$ cat config.mk
export PLATFORM = sky130hd
export DESIGN_NAME = seq_scan_arbiter
export DESIGN_NICKNAME = d
export VERILOG_FILES = /design/src/rtl/seq_detect_pkg.sv /design/src/rtl/seq_match_fsm.sv /design/src/rtl/seq_scan_arbiter.sv
export SDC_FILE = /design/constraint.sdc
export NUM_CORES = 1
export LEC_CHECK = 0
export BUFFER_PORTS_ARGS = -buffer_cell sky130_fd_sc_hd__buf_2
export CAP_MARGIN = 10
export CORE_MARGIN = 2
export CORE_UTILIZATION = 41
export DETAILED_ROUTE_END_ITERATION = 6
export PLACE_DENSITY = 0.66
export SLEW_MARGIN = 20
export SYNTH_ARGS = -nofsm -noshare
export SYNTH_HDL_FRONTEND = slang
export SYNTH_SLANG_ARGS = --single-unit
export TNS_END_PERCENT = 10
$ cat constraint.sdc
create_clock -name clk -period 2.55 [get_ports clk]
set_clock_uncertainty 0.1 [all_clocks]
set_input_delay 0.255 -clock clk [delete_from_list [all_inputs] [get_ports clk]]
set_output_delay 0.255 -clock clk [all_outputs]
set_load 0.02 [all_outputs]
$ cat src/rtl/seq_detect_pkg.sv
// Shared state encodings for the scan arbiter controller and the "1011" detector.
package seq_detect_pkg;

  typedef enum logic [2:0] {
    DET_IDLE,
    DET_S1,
    DET_S10,
    DET_S101,
    DET_S1011
  } det_state_e;

  typedef enum logic [1:0] {
    ST_IDLE,
    ST_GRANT,
    ST_SHIFT,
    ST_DONE
  } ctl_state_e;

  // Overlapping "1011" transition table; S1011 behaves like S1 for the next bit.
  function automatic det_state_e det_next(input det_state_e s, input logic b);
    det_state_e n;
    n = DET_IDLE;
    case (s)
      DET_IDLE:  n = b ? DET_S1    : DET_IDLE;
      DET_S1:    n = b ? DET_S1    : DET_S10;
      DET_S10:   n = b ? DET_S101  : DET_IDLE;
      DET_S101:  n = b ? DET_S1011 : DET_IDLE;
      DET_S1011: n = b ? DET_S1    : DET_S10;
      default:   n = DET_IDLE;
    endcase
    return n;
  endfunction

endpackage

$ cat src/rtl/seq_match_fsm.sv
// Serial "1011" detector; match pulses on the bit that enters S1011.
module seq_match_fsm
  import seq_detect_pkg::*;
(
  input  logic clk,
  input  logic reset,
  input  logic clear,
  input  logic bit_in,
  input  logic bit_vld,
  output logic match
);

  det_state_e state_q, state_d;

  always_comb begin
    state_d = state_q;
    match   = 1'b0;
    if (clear) begin
      state_d = DET_IDLE;
    end else if (bit_vld) begin
      state_d = det_next(state_q, bit_in);
      match   = (state_d == DET_S1011);
    end
  end

  always_ff @(posedge clk) begin
    if (reset) state_q <= DET_IDLE;
    else       state_q <= state_d;
  end

endmodule

$ cat src/rtl/seq_scan_arbiter.sv
// Round-robin arbiter granting one requester at a time a WORD_W-cycle serial
// scan of its word for overlapping "1011" patterns.
module seq_scan_arbiter
  import seq_detect_pkg::*;
#(
  parameter int NUM_REQ = 4,
  parameter int WORD_W  = 8
) (
  input  logic                         clk,
  input  logic                         reset,
  input  logic [NUM_REQ-1:0]           req,
  input  logic [NUM_REQ*WORD_W-1:0]    word,
  output logic [NUM_REQ-1:0]           gnt,
  output logic                         busy,
  output logic                         done,
  output logic [$clog2(NUM_REQ)-1:0]   done_id,
  output logic [$clog2(WORD_W+1)-1:0]  match_cnt
);

  localparam int IDX_W = $clog2(NUM_REQ);
  localparam int CNT_W = $clog2(WORD_W+1);
  localparam int BIT_W = $clog2(WORD_W);

  ctl_state_e         state_q, state_d;
  logic [IDX_W-1:0]   last_gnt_q, last_gnt_d;
  logic [IDX_W-1:0]   win_q, win_d;
  logic [WORD_W-1:0]  shreg_q, shreg_d;
  logic [BIT_W-1:0]   bit_q, bit_d;
  logic [CNT_W-1:0]   cnt_q, cnt_d;
  logic [CNT_W-1:0]   match_cnt_q, match_cnt_d;
  logic [IDX_W-1:0]   done_id_q, done_id_d;

  logic [IDX_W-1:0]   pick_idx;
  logic [IDX_W-1:0]   cand;
  logic               found;
  logic [WORD_W-1:0]  pick_word;
  logic               det_clear, det_vld, det_match;

  // Search starts one past the previous winner so every requester gets a turn.
  always_comb begin
    pick_idx = '0;
    cand     = '0;
    found    = 1'b0;
    for (int k = 1; k <= NUM_REQ; k++) begin
      cand = IDX_W'((int'(last_gnt_q) + k) % NUM_REQ);
      if (!found && req[cand]) begin
        found    = 1'b1;
        pick_idx = cand;
      end
    end
  end

  always_comb begin
    pick_word = '0;
    for (int i = 0; i < NUM_REQ; i++) begin
      if (pick_idx == IDX_W'(i)) pick_word = word[i*WORD_W +: WORD_W];
    end
  end

  always_comb begin
    state_d     = state_q;
    last_gnt_d  = last_gnt_q;
    win_d       = win_q;
    shreg_d     = shreg_q;
    bit_d       = bit_q;
    cnt_d       = cnt_q;
    match_cnt_d = match_cnt_q;
    done_id_d   = done_id_q;
    det_clear   = 1'b0;
    det_vld     = 1'b0;
    case (state_q)
      ST_IDLE: begin
        if (|req) begin
          state_d    = ST_GRANT;
          win_d      = pick_idx;
          last_gnt_d = pick_idx;
          shreg_d    = pick_word;
        end
      end
      ST_GRANT: begin
        state_d   = ST_SHIFT;
        bit_d     = '0;
        cnt_d     = '0;
        det_clear = 1'b1;
      end
      ST_SHIFT: begin
        det_vld = 1'b1;
        shreg_d = shreg_q << 1;
        bit_d   = bit_q + 1'b1;
        cnt_d   = cnt_q + CNT_W'(det_match);
        // Last bit's match must be folded into the reported count.
        if (bit_q == BIT_W'(WORD_W-1)) begin
          state_d     = ST_DONE;
          match_cnt_d = cnt_q + CNT_W'(det_match);
          done_id_d   = win_q;
        end
      end
      ST_DONE: state_d = ST_IDLE;
      default: state_d = ST_IDLE;
    endcase
  end

  always_ff @(posedge clk) begin
    if (reset) begin
      state_q     <= ST_IDLE;
      last_gnt_q  <= IDX_W'(NUM_REQ-1);
      win_q       <= '0;
      shreg_q     <= '0;
      bit_q       <= '0;
      cnt_q       <= '0;
      match_cnt_q <= '0;
      done_id_q   <= '0;
    end else begin
      state_q     <= state_d;
      last_gnt_q  <= last_gnt_d;
      win_q       <= win_d;
      shreg_q     <= shreg_d;
      bit_q       <= bit_d;
      cnt_q       <= cnt_d;
      match_cnt_q <= match_cnt_d;
      done_id_q   <= done_id_d;
    end
  end

  seq_match_fsm u_det (
    .clk     (clk),
    .reset   (reset),
    .clear   (det_clear),
    .bit_in  (shreg_q[WORD_W-1]),
    .bit_vld (det_vld),
    .match   (det_match)
  );

  assign gnt       = (state_q == ST_GRANT) ? (NUM_REQ'(1) << win_q) : '0;
  assign busy      = (state_q != ST_IDLE);
  assign done      = (state_q == ST_DONE);
  assign done_id   = done_id_q;
  assign match_cnt = match_cnt_q;

endmodule

==> results.yml, run 1 <==
clock_network:
  cts.path.max_buffers: 2
  cts_setup_buffers: 0
  cts_root_buffer: "clkbuf_8"
  cts_tree: "yes"
  cts_resized: 0
  ctsHoldBuffers: 0
  numClockSinks: 30
  worstSkewPairLatency_ns: 0.29
  htree_levels: 2
  clk_pin_slew_ns: 0.07
  cts_buffers: 5
final_layout:
  instances_no_fill: 335
  finalNetCount: 328
  fin_util_pct: 51.6
  drive_above_1_share_pct: 25.8
  fillerInstances: 438
  antennaDiodeCount: 0
  design_area_sq_um: 2260
  multiInputGateArea_sq_um: 1190
  regArea_sq_um: 601
  area_delta_synth_final_pct: 20.4
critical_path:
  critPathMaxStageDelay_ns: 0.34
  cp_max_fo: 9
  cp_slowest_cell: "dfxtp_1"
  critical_path.cell_chain: "inv_1, ha_1, buf_4, nor2_1, a21o_1, a22o_1, o311ai_1, a21oi_1"
  critical_path_required_ns: 2.62
  end_kind: "register"
  reg2reg_from: "state_q[0]"
  crit_path_start_kind: "register"
  arrival_ns: 2.11
  path_class: "reg -> reg"
  cp-startpoint: "state_q[0]"
  crit_path_end: "shreg_q[4]"
  reg2regPathDepth: 8
  r2r_end: "shreg_q[4]"
  reg2reg_slack_ns: 0.51
global_routing:
  grt_pass1_vias: 1707
  antenna_found_initial: 0
  grt.total_usage_pct: 19.7
  grt_max_degree: 25
  grt_first_pass_wirelength_um: 7850
  grt-ovfl-total: 0
place:
  port_buffers: 49
  dp_cells: 327
  dpl-instance-area_sq_um: 2170
  place_congestion: 0.785
  post-dp-hpwl_um: 3410
logic_synthesis:
  synth_warnings: 0
  postSynthCellCount: 232
  synth.yosys.seq_area_share_pct: 31.9
  synth.distinct_cells: 50
  synth_seq_cells: 30
  synthArstFlopShare_pct: 0
  syn_avg_cell_area_sq_um: 8.11
  synthFlopType: "dfxtp_1"
  synth_nets: 278
  mappedNetlistArea_sq_um: 1880
  synth_edf_count: 0
drt:
  drt-total-wl_um: 4610
  route.met2.wl_um: 2100
  drt_drc_violations_left: 0
  wl_met1_um: 2200
  wl_met3_um: 239
  via_per_inst: 5.53
  initialDrtViolationCount: 124
  dr.pass1.iters: 4
  vias: 1852
  wl_per_cell_um: 13.7
  highest_layer: "met4"
  ant_nets: 0
die:
  num_rows: 24
  die_x_um: 71.7
  start_util_pct: 42.9
  ios: 50
  die-area_sq_um: 5140
  fp.coreArea_sq_um: 4380
  die_h_um: 71.7
power:
  total_leakage_power_uw: 0.000961
  p_per_area_nw_per_um2: 906
  ir_drop_mv: 0.429
  total_power_uw: 2050
timing:
  rsz0062_at_grt: "no"
  maxSlewViolCount: 0
  relSlewSlack_pct: 51.1
  fin_tns_setup_ns: 0
  min_period_ns: 2.04
  fin_crit_sh_pct: 80.0
  max_freq_mhz: 490
  final_hold_viol_count: 0
  max_slew.worst_pin.slew_ns: 0.730
  finalSetupViolCount: 0
outcome:
  status: "finished clean"
job:
  maxCapViolCount: 0
hold_path:
  worstHoldPathCells: 3
  hold_path.class: "in -> reg"
-- layer usage --
metal,GRT usage (%),vias up
met5,0,-
met4,6.92,0
met3,5.49,5
met2,29.5,48
met1,27.3,840
li1,-,959
-- logic make-up after synthesis --
| kind of cell | Yosys count | share of synthesized area [%] |
|---|---|---|
| buffers and inverters | 20 | 4.59 |
| flip-flops | 30 | 31.9 |
| AO/OA/AOI/OAI | 86 | 32.9 |
| XOR/XNOR | 3 | 1.40 |
| multiplexers | 2 | 1.13 |
| adder cells (fa/ha/maj) | 8 | 5.32 |
| AND/OR/NAND/NOR | 83 | 22.8 |
-- Yosys cell counts, types with 2 or more instances --
master / count / area [sq um]
nand2_1: 13 / 48.8
a21o_1: 6 / 45.0
o211ai_1: 2 / 15.0
o21ba_2: 2 / 20.0
a2bb2oi_1: 2 / 17.5
a21boi_0: 2 / 15.0
nor3_1: 12 / 60.1
o22ai_1: 2 / 12.5
o311ai_1: 5 / 43.8
nand2b_1: 9 / 56.3
nor2b_1: 4 / 25.0
inv_1: 10 / 37.5
ha_1: 8 / 100
nor2_1: 22 / 82.6
a21oi_1: 23 / 115
buf_2: 3 / 15.0
a22oi_1: 2 / 15.0
clkbuf_1: 6 / 22.5
nand3_1: 13 / 65.1
a21boi_1: 2 / 15.0
a211oi_1: 2 / 15.0
o2bb2ai_1: 2 / 17.5
o21ai_0: 10 / 50.1
o22a_2: 5 / 50.1
dfxtp_1: 30 / 601
a311oi_1: 3 / 26.3
xnor2_1: 3 / 26.3
a22o_1: 5 / 43.8
o221ai_1: 3 / 26.3
-- area by class of cell --
type                    count  share of cell area (%)
clock buffers               7                    3.81
clock inverters             1                   0.221
inverters                  10                    1.66
multi-input cells         182                    52.7
flip-flops and latches     30                    26.5
well taps                  52                    2.87
repair buffers             53                    12.2
-- worst min-delay path by stage --
| stage | startpoint | endpoint | slack (ns) |
|---|---|---|---|
| 6_report | word[0] | shreg_q[0] | 0.17 |
| 5_1_grt | word[7] | shreg_q[7] | 0.16 |
| 4_1_cts | word[1] | shreg_q[1] | 0.16 |
| 3_5_place_dp | match_cnt[1] | match_cnt[1] | 0.34 |
| 3_3_place_gp | match_cnt[1] | match_cnt[1] | 0.34 |
| 2_1_floorplan | reset | last_gnt_q[1] | 0.25 |
-- flip-flops by register name, indices dropped and copies added (netlist names) --
name / cells
cnt_q: 4
bit_q: 3
u_det.state_q: 3
win_q: 2
shreg_q: 8
last_gnt_q: 2
state_q: 2
match_cnt: 4
done_id: 2
-- power by group --
group / internal, uW / switching [uW] / total [uW]
Sequential: 572 / 131 / 703
Clock: 218 / 188 / 406
Combinational: 424 / 518 / 942
-- through the flow --
| step | setup slack (ns) | hold WS [ns] |
|---|---|---|
| after floorplan | 0.374 | 0.249 |
| after global placement | 0.580 | 0.343 |
| after detailed placement | 0.528 | 0.345 |
| after CTS | 0.515 | 0.159 |
| after global routing | 0.305 | 0.163 |
| final | 0.509 | 0.168 |
-- worst max-delay path, delay by kind of cell (launching register included) --
family / cells / cell delay (ns)
AOI/OAI and AO/OA: 4 / 0.82
DFF: 1 / 0.34
adders and majority gates: 1 / 0.31
buffers and inverters: 2 / 0.28
and+or+nand+nor: 1 / 0.07
-- cells in the final DEF, fill, tap and decap left out, types with 3 or more instances in the layout --
cell and n:
dfxtp_1 30, clkbuf_8 6, buf_2 49, inv_1 10, o221ai_1 3, o311ai_1 5, o21ai_0 10, a21o_1 6
ha_1 8, nand3_1 13, nand2b_1 9, buf_4 4, o22a_2 5, nand2_1 13, a22o_1 5, a311oi_1 3
nor3_1 12, xnor2_1 3, nor2b_1 4, a21oi_1 23, nor2_1 22
No activity file was read; power rests on OpenSTA's default activity.
==> run 2: changes to the inputs <==
==> constraint.sdc (replaced) <==
create_clock -name clk -period 1.9 [get_ports clk]
set_clock_uncertainty 0.1 [all_clocks]
set_input_delay 0.19 -clock clk [delete_from_list [all_inputs] [get_ports clk]]
set_output_delay 0.19 -clock clk [all_outputs]
set_load 0.02 [all_outputs]
==> run 2 against run 1 <==
Effect of this change:
- register-to-register slack worse by 0.38 ns
- global-route usage is 0.36 points higher
- sequential cell count stayed put
- sequential power is 32% higher
- non-clock buffer count is 10 higher
- critical path type is now reg -> out
- largest power group unchanged
==> results.yml, run 2 (synthesized netlist as in run 1, its figures left out) <==
outcome:
  status: "finished clean"
place:
  post-dp-hpwl_um: 3660
  place_congestion: 0.832
  place_ws_ns: 0.0402
  dp_cells: 337
  port_buffers: 49
critical_path:
  critical_path.cell_chain: "inv_1, ha_1, buf_4, and3_1, buf_2"
  reg2reg_from: "state_q[1]"
  critPathBufInv: 3
  cp.depth: 5
  end_kind: "output pin"
  reg2regPathDepth: 7
  cp-startpoint: "state_q[1]"
  cp_slowest_cell: "dfxtp_1"
  critical_path_required_ns: 1.61
  crit_path_start_kind: "register"
  r2r_end: "shreg_q[5]"
  cp_max_fo: 7
  arrival_ns: 1.50
  reg2reg_slack_ns: 0.13
  critPathMaxStageDelay_ns: 0.40
  cp_top_family: "buffers and inverters"
  path_class: "reg -> out"
drt:
  dr.pass1.iters: 4
  drt-total-wl_um: 4810
  ant_nets: 0
  initialDrtViolationCount: 95
  wl_per_cell_um: 13.9
  via_per_inst: 5.59
  vias: 1930
  drt_drc_violations_left: 0
global_routing:
  grt.total_usage_pct: 20.1
  grt_first_pass_wirelength_um: 8310
  grt_max_degree: 21
  grt_pass1_vias: 1862
  antenna_found_initial: 0
  grt-ovfl-total: 0
timing:
  rsz0062_at_grt: "no"
  relSlewSlack_pct: 70.9
  max_slew.worst_pin.slew_ns: 0.437
  maxSlewViolCount: 0
  final_hold_viol_count: 0
  finalSetupViolCount: 0
  fin_crit_sh_pct: 94.4
  min_period_ns: 1.79
  max_freq_mhz: 558
  fin_ws_ns: 0.107
  fin_tns_setup_ns: 0
final_layout:
  instances_no_fill: 345
  largest-register: "shreg_q"
  largest_reg_flops: 8
  finalNetCount: 338
  area_delta_synth_final_pct: 27.1
  antennaDiodeCount: 0
  drive_above_1_share_pct: 31.7
  fin_util_pct: 54.5
  regArea_sq_um: 603
  final_common_cell: "buf_2"
  multiInputGateArea_sq_um: 1240
  fillerInstances: 412
  layout_common_cells: "49 x buf_2, 28 x dfxtp_1, 23 x a21oi_1"
power:
  p_per_area_nw_per_um2: 1230
  total_leakage_power_uw: 0.00101
  ir_drop_mv: 0.549
job:
  maxCapViolCount: 0
clock_network:
  clk_pin_slew_ns: 0.06
  cts_resized: 0
  cts_tree: "yes"
  numClockSinks: 30
  cts_setup_buffers: 0
  worstSkewPairLatency_ns: 0.28
  cts_buffers: 5
  htree_levels: 2
  cts.path.max_buffers: 2
  ctsHoldBuffers: 0
  cts_root_buffer: "clkbuf_8"
die:
  start_util_pct: 42.9
  fp.coreArea_sq_um: 4380
  ios: 50
  num_rows: 24
  die_x_um: 71.7
  die_h_um: 71.7
  die-area_sq_um: 5140
hold_path:
  min_from: "reset"
  hold_path_end: "shreg_q[1]"
  worstHoldPathCells: 2
  hold_path.class: "in -> reg"
==> run 2: per-stage QoR <==
step	hold slack [ns]	power [uW]	area, sq um
after global routing	0.0880	3130	2390
after CTS	0.0836	2860	2350
after floorplan	0.184	1910	1910
after global placement	0.343	2310	2260
final	0.0911	2930	2390
after detailed placement	0.349	2330	2260
==> run 2: report_power, final <==
part	total, uW	leakage, uW	switching, uW	internal [uW]
clock network	527	0.0000482	235	292
logic	1470	0.000721	766	705
registers	929	0.000245	156	773
==> run 2: worst max path at each step <==
stage,slack [ns],endpoint
after floorplan,0.02,cnt_q[2]
after global placement,0.12,shreg_q[4]
after detailed placement,0.04,shreg_q[3]
after CTS,0.03,shreg_q[3]
after global routing,0.008,shreg_q[3]
final,0.11,gnt[3]
==> run 2: metal layers <==
layer	track usage (%)	wire [um]
met1	25.3	2240
met2	34.3	2290
met3	5.63	229
met4	4.40	44
met5	0	0
==> run 2: final cells by class <==
type | count | area share, %
Inverter | 10 | 1.57
Multi-Input combinational cell | 182 | 52.0
Clock buffer | 7 | 3.61
Timing Repair Buffer | 63 | 14.7
Clock inverter | 1 | 0.209
Tap cell | 52 | 2.72
Sequential cell | 30 | 25.2
==> run 3: changes to the inputs <==
--- a/config.mk
+++ b/config.mk
@@ -5,12 +5,13 @@
 export SDC_FILE = /design/constraint.sdc
 export NUM_CORES = 1
 export LEC_CHECK = 0
+export ABC_AREA = 1
 export BUFFER_PORTS_ARGS = -buffer_cell sky130_fd_sc_hd__buf_2
 export CAP_MARGIN = 10
 export CORE_MARGIN = 2
-export CORE_UTILIZATION = 41
+export CORE_UTILIZATION = 50
 export DETAILED_ROUTE_END_ITERATION = 6
-export PLACE_DENSITY = 0.66
+export PLACE_DENSITY = 0.77
 export SLEW_MARGIN = 20
 export SYNTH_ARGS = -nofsm -noshare
 export SYNTH_HDL_FRONTEND = slang
==> run 3 against run 2 <==
Effect of this change:
- the flow now finishes with violations (setup timing)
- core utilization grew 17 points
- count of clock-buffer cells in the layout fell by 1
- sequential share of layout area fell by 2.7 points
- cell area is 13% higher
- area after synthesis rose by 5.9%
- non-clock buffer count is 15 higher
- largest cell class unchanged
==> results.yml, run 3 <==
clock_network:
  cts_tree: "yes"
  clk_pin_slew_ns: 0.06
  cts_buffers: 5
  cts_root_buffer: "clkbuf_8"
  ctsHoldBuffers: 0
  cts.path.max_buffers: 2
  htree_levels: 2
  numClockSinks: 30
  worstSkewPairLatency_ns: 0.28
place:
  post-dp-hpwl_um: 3760
  dpl-instance-area_sq_um: 2440
  dp_cells: 401
  place_congestion: 0.908
  port_buffers: 49
critical_path:
  cp_max_fo: 9
  end_kind: "register"
  path_class: "reg -> reg"
  critical_path.cell_chain: "buf_12, inv_8, nand2_2, nand2_2, nand2_2, buf_4, inv_1, a21boi_2, nand2_2, clkinv_2, nand2_4, buf_4, nand4_1, nand3_1, o21bai_1, a21oi_1"
  crit_path_start_kind: "register"
  cp_slowest_cell: "dfxtp_2"
  critPathMaxStageDelay_ns: 0.34
  arrival_ns: 2.07
  cp_common_cell: "nand2_2"
  critical_path_required_ns: 1.96
final_layout:
  largest-register: "shreg_q"
  layout_common_cells: "69 x nand2_1, 49 x buf_2, 30 x inv_1"
  antennaDiodeCount: 0
  largest_reg_flops: 8
  design_area_sq_um: 2690
  multiInputGateArea_sq_um: 1280
  fin_util_pct: 71.8
  finalNetCount: 412
  instances_no_fill: 414
  final_common_cell: "nand2_1"
  drive_above_1_share_pct: 35.8
  fillerInstances: 323
  regArea_sq_um: 607
  area_delta_synth_final_pct: 35.1
power:
  p_sw_uw: 2180
  p_per_area_nw_per_um2: 1750
  ir_drop_mv: 0.930
  total_leakage_power_uw: 0.00130
  p_int_uw: 2530
  netSwitchingFraction_pct: 46.3
  clkPwrFrac_pct: 13.8
  power_frac_seq_pct: 17.9
  combPwrFrac_pct: 68.3
timing:
  fin_crit_sh_pct: 106
  max_slew.worst_pin.slew_ns: 0.295
  fin_ws_ns: -0.105
  maxSlewViolCount: 0
  min_period_ns: 2.01
  relSlewSlack_pct: 80.1
  max_freq_mhz: 499
  holdWs_ns: 0.118
  final_hold_viol_count: 0
  rsz0062_at_grt: "yes"
  finalSetupViolCount: 9
logic_synthesis:
  synth_most_common_cell: "nand2_1"
  synthFlopType: "dfxtp_1"
  synth.yosys.seq_area_share_pct: 30.2
  synthTopCellsByCount: "76 x nand2_1, 31 x inv_1, 30 x dfxtp_1"
  synth.distinct_cells: 38
  synth_adder_area_share_pct: 5.03
  synth_seq_cells: 30
  postSynthCellCount: 286
  yosys.area_share.simple_pct: 38.7
  synth_nets: 332
  synthArstFlopShare_pct: 0
  yosysTopAreaCell: "dfxtp_1"
  yosysTopAreaCellShare_pct: 30.2
  synth_area_leaders: "dfxtp_1 30%, nand2_1 14%, nand3_1 6.8%"
  synth_edf_count: 0
  syn_avg_cell_area_sq_um: 6.96
  mappedNetlistArea_sq_um: 1990
  synth_top_family_by_area: "simple AND/OR/NAND/NOR gates"
  synth_warnings: 0
  synthMuxAreaShare_pct: 0
  synth_compound_area_share_pct: 15.9
  synth_xor_area_share_pct: 0.880
die:
  die-area_sq_um: 4500
  ios: 50
  fp.coreArea_sq_um: 3740
  start_util_pct: 53.2
  num_rows: 22
  die_x_um: 67.1
  die_h_um: 67.1
drt:
  wl_per_cell_um: 12.5
  drt-total-wl_um: 5170
  drt_drc_violations_left: 0
  via_per_inst: 5.15
  initialDrtViolationCount: 72
  vias: 2133
  ant_nets: 0
  dr.pass1.iters: 4
global_routing:
  grt-ovfl-total: 0
  grt_first_pass_wirelength_um: 8300
  grt_pass1_vias: 1984
  grt_max_degree: 12
  grt.total_usage_pct: 24.4
  antenna_found_initial: 0
job:
  maxCapViolCount: 0
hold_path:
  hold_path.class: "in -> reg"
outcome:
  violations: "setup timing"
  status: "finished, violations left"
-- run 3: changes by cell type after synthesis, moves of 6 or more --
cell      before  now
inv_1         10   31
nor3_1        12    5
nand2_1       13   76
nand3_1       13   27
nand4_1        1    9
nor2_1        22   14
nand2_2        0    8
nand2b_1       9    0
a21o_1         6    0
-- run 3: metrics by stage --
stage / power (uW) / TNS [ns] / setup WS, ns
finish: 4710 / -0.555 / -0.105
global route: 5090 / -1.96 / -0.247
CTS: 4500 / -0.242 / -0.0655
detailed placement: 3630 / -0.650 / -0.102
global placement: 3600 / -0.194 / -0.0460
floorplan: 2830 / 0 / 0.0104
-- run 3: power groups by stage --
stage	logic, uW	registers (uW)	clock network (uW)
detailed placement	2790	843	0
floorplan	2010	821	0
global placement	2760	841	0
finish	3220	846	650
CTS	3010	836	656
global route	3530	861	694
-- run 3: worst paths after layout --
path / startpoint / end / slack (ns) / cells after the start
min reg2reg: shreg_q[0] / shreg_q[0] / 0.37 / 2
max reg2reg: last_gnt_q[0] / shreg_q[1] / -0.11 / 16
max: last_gnt_q[0] / shreg_q[1] / -0.11 / 16
min: reset / bit_q[2] / 0.12 / 2
-- run 3: logic make-up (layout without fill, tap and decap cells) --
group                    count (synthesis)  after routing
AND/OR/NAND/NOR                        152            153
AO/OA/AOI/OAI                           52             52
buffers and inverters                   42            121
flip-flops                              30             30
adder cells (fa/ha/maj)                  8              8
XOR/XNOR                                 2              2
-- run 3: what timing repair did --
item	CTS	global route
pin swaps	10	5
setup buffers	4	1
gates resized for setup	15	14
gates cloned	0	1
setup endpoints to repair	8	15
-- run 3: worst max-delay path: cells and delay by family, from the launching register on --
family                 cells  cell delay (ns)
and+or+nand+nor            7             0.56
buffers and inverters      6             0.53
AOI/OAI and AO/OA          3             0.35
DFF                        1             0.34
-- run 3: cell type report --
cell class,instances,area share [%]
multi-input cells,215,47.7
clock buffers,6,3.07
flip-flops and latches,30,22.6
inverters,36,5.35
repair buffers,78,18.0
well taps,48,2.23
clock inverters,1,1.12
-- run 3: routing by layer --
metal	part of all wire, %	global-route usage, %	vias to the layer above
met5	0	0	-
met4	0.68	6.12	0
met3	7.6	7.26	5
met1	42	27.5	939
met2	49	44.2	82
li1	-	-	1107
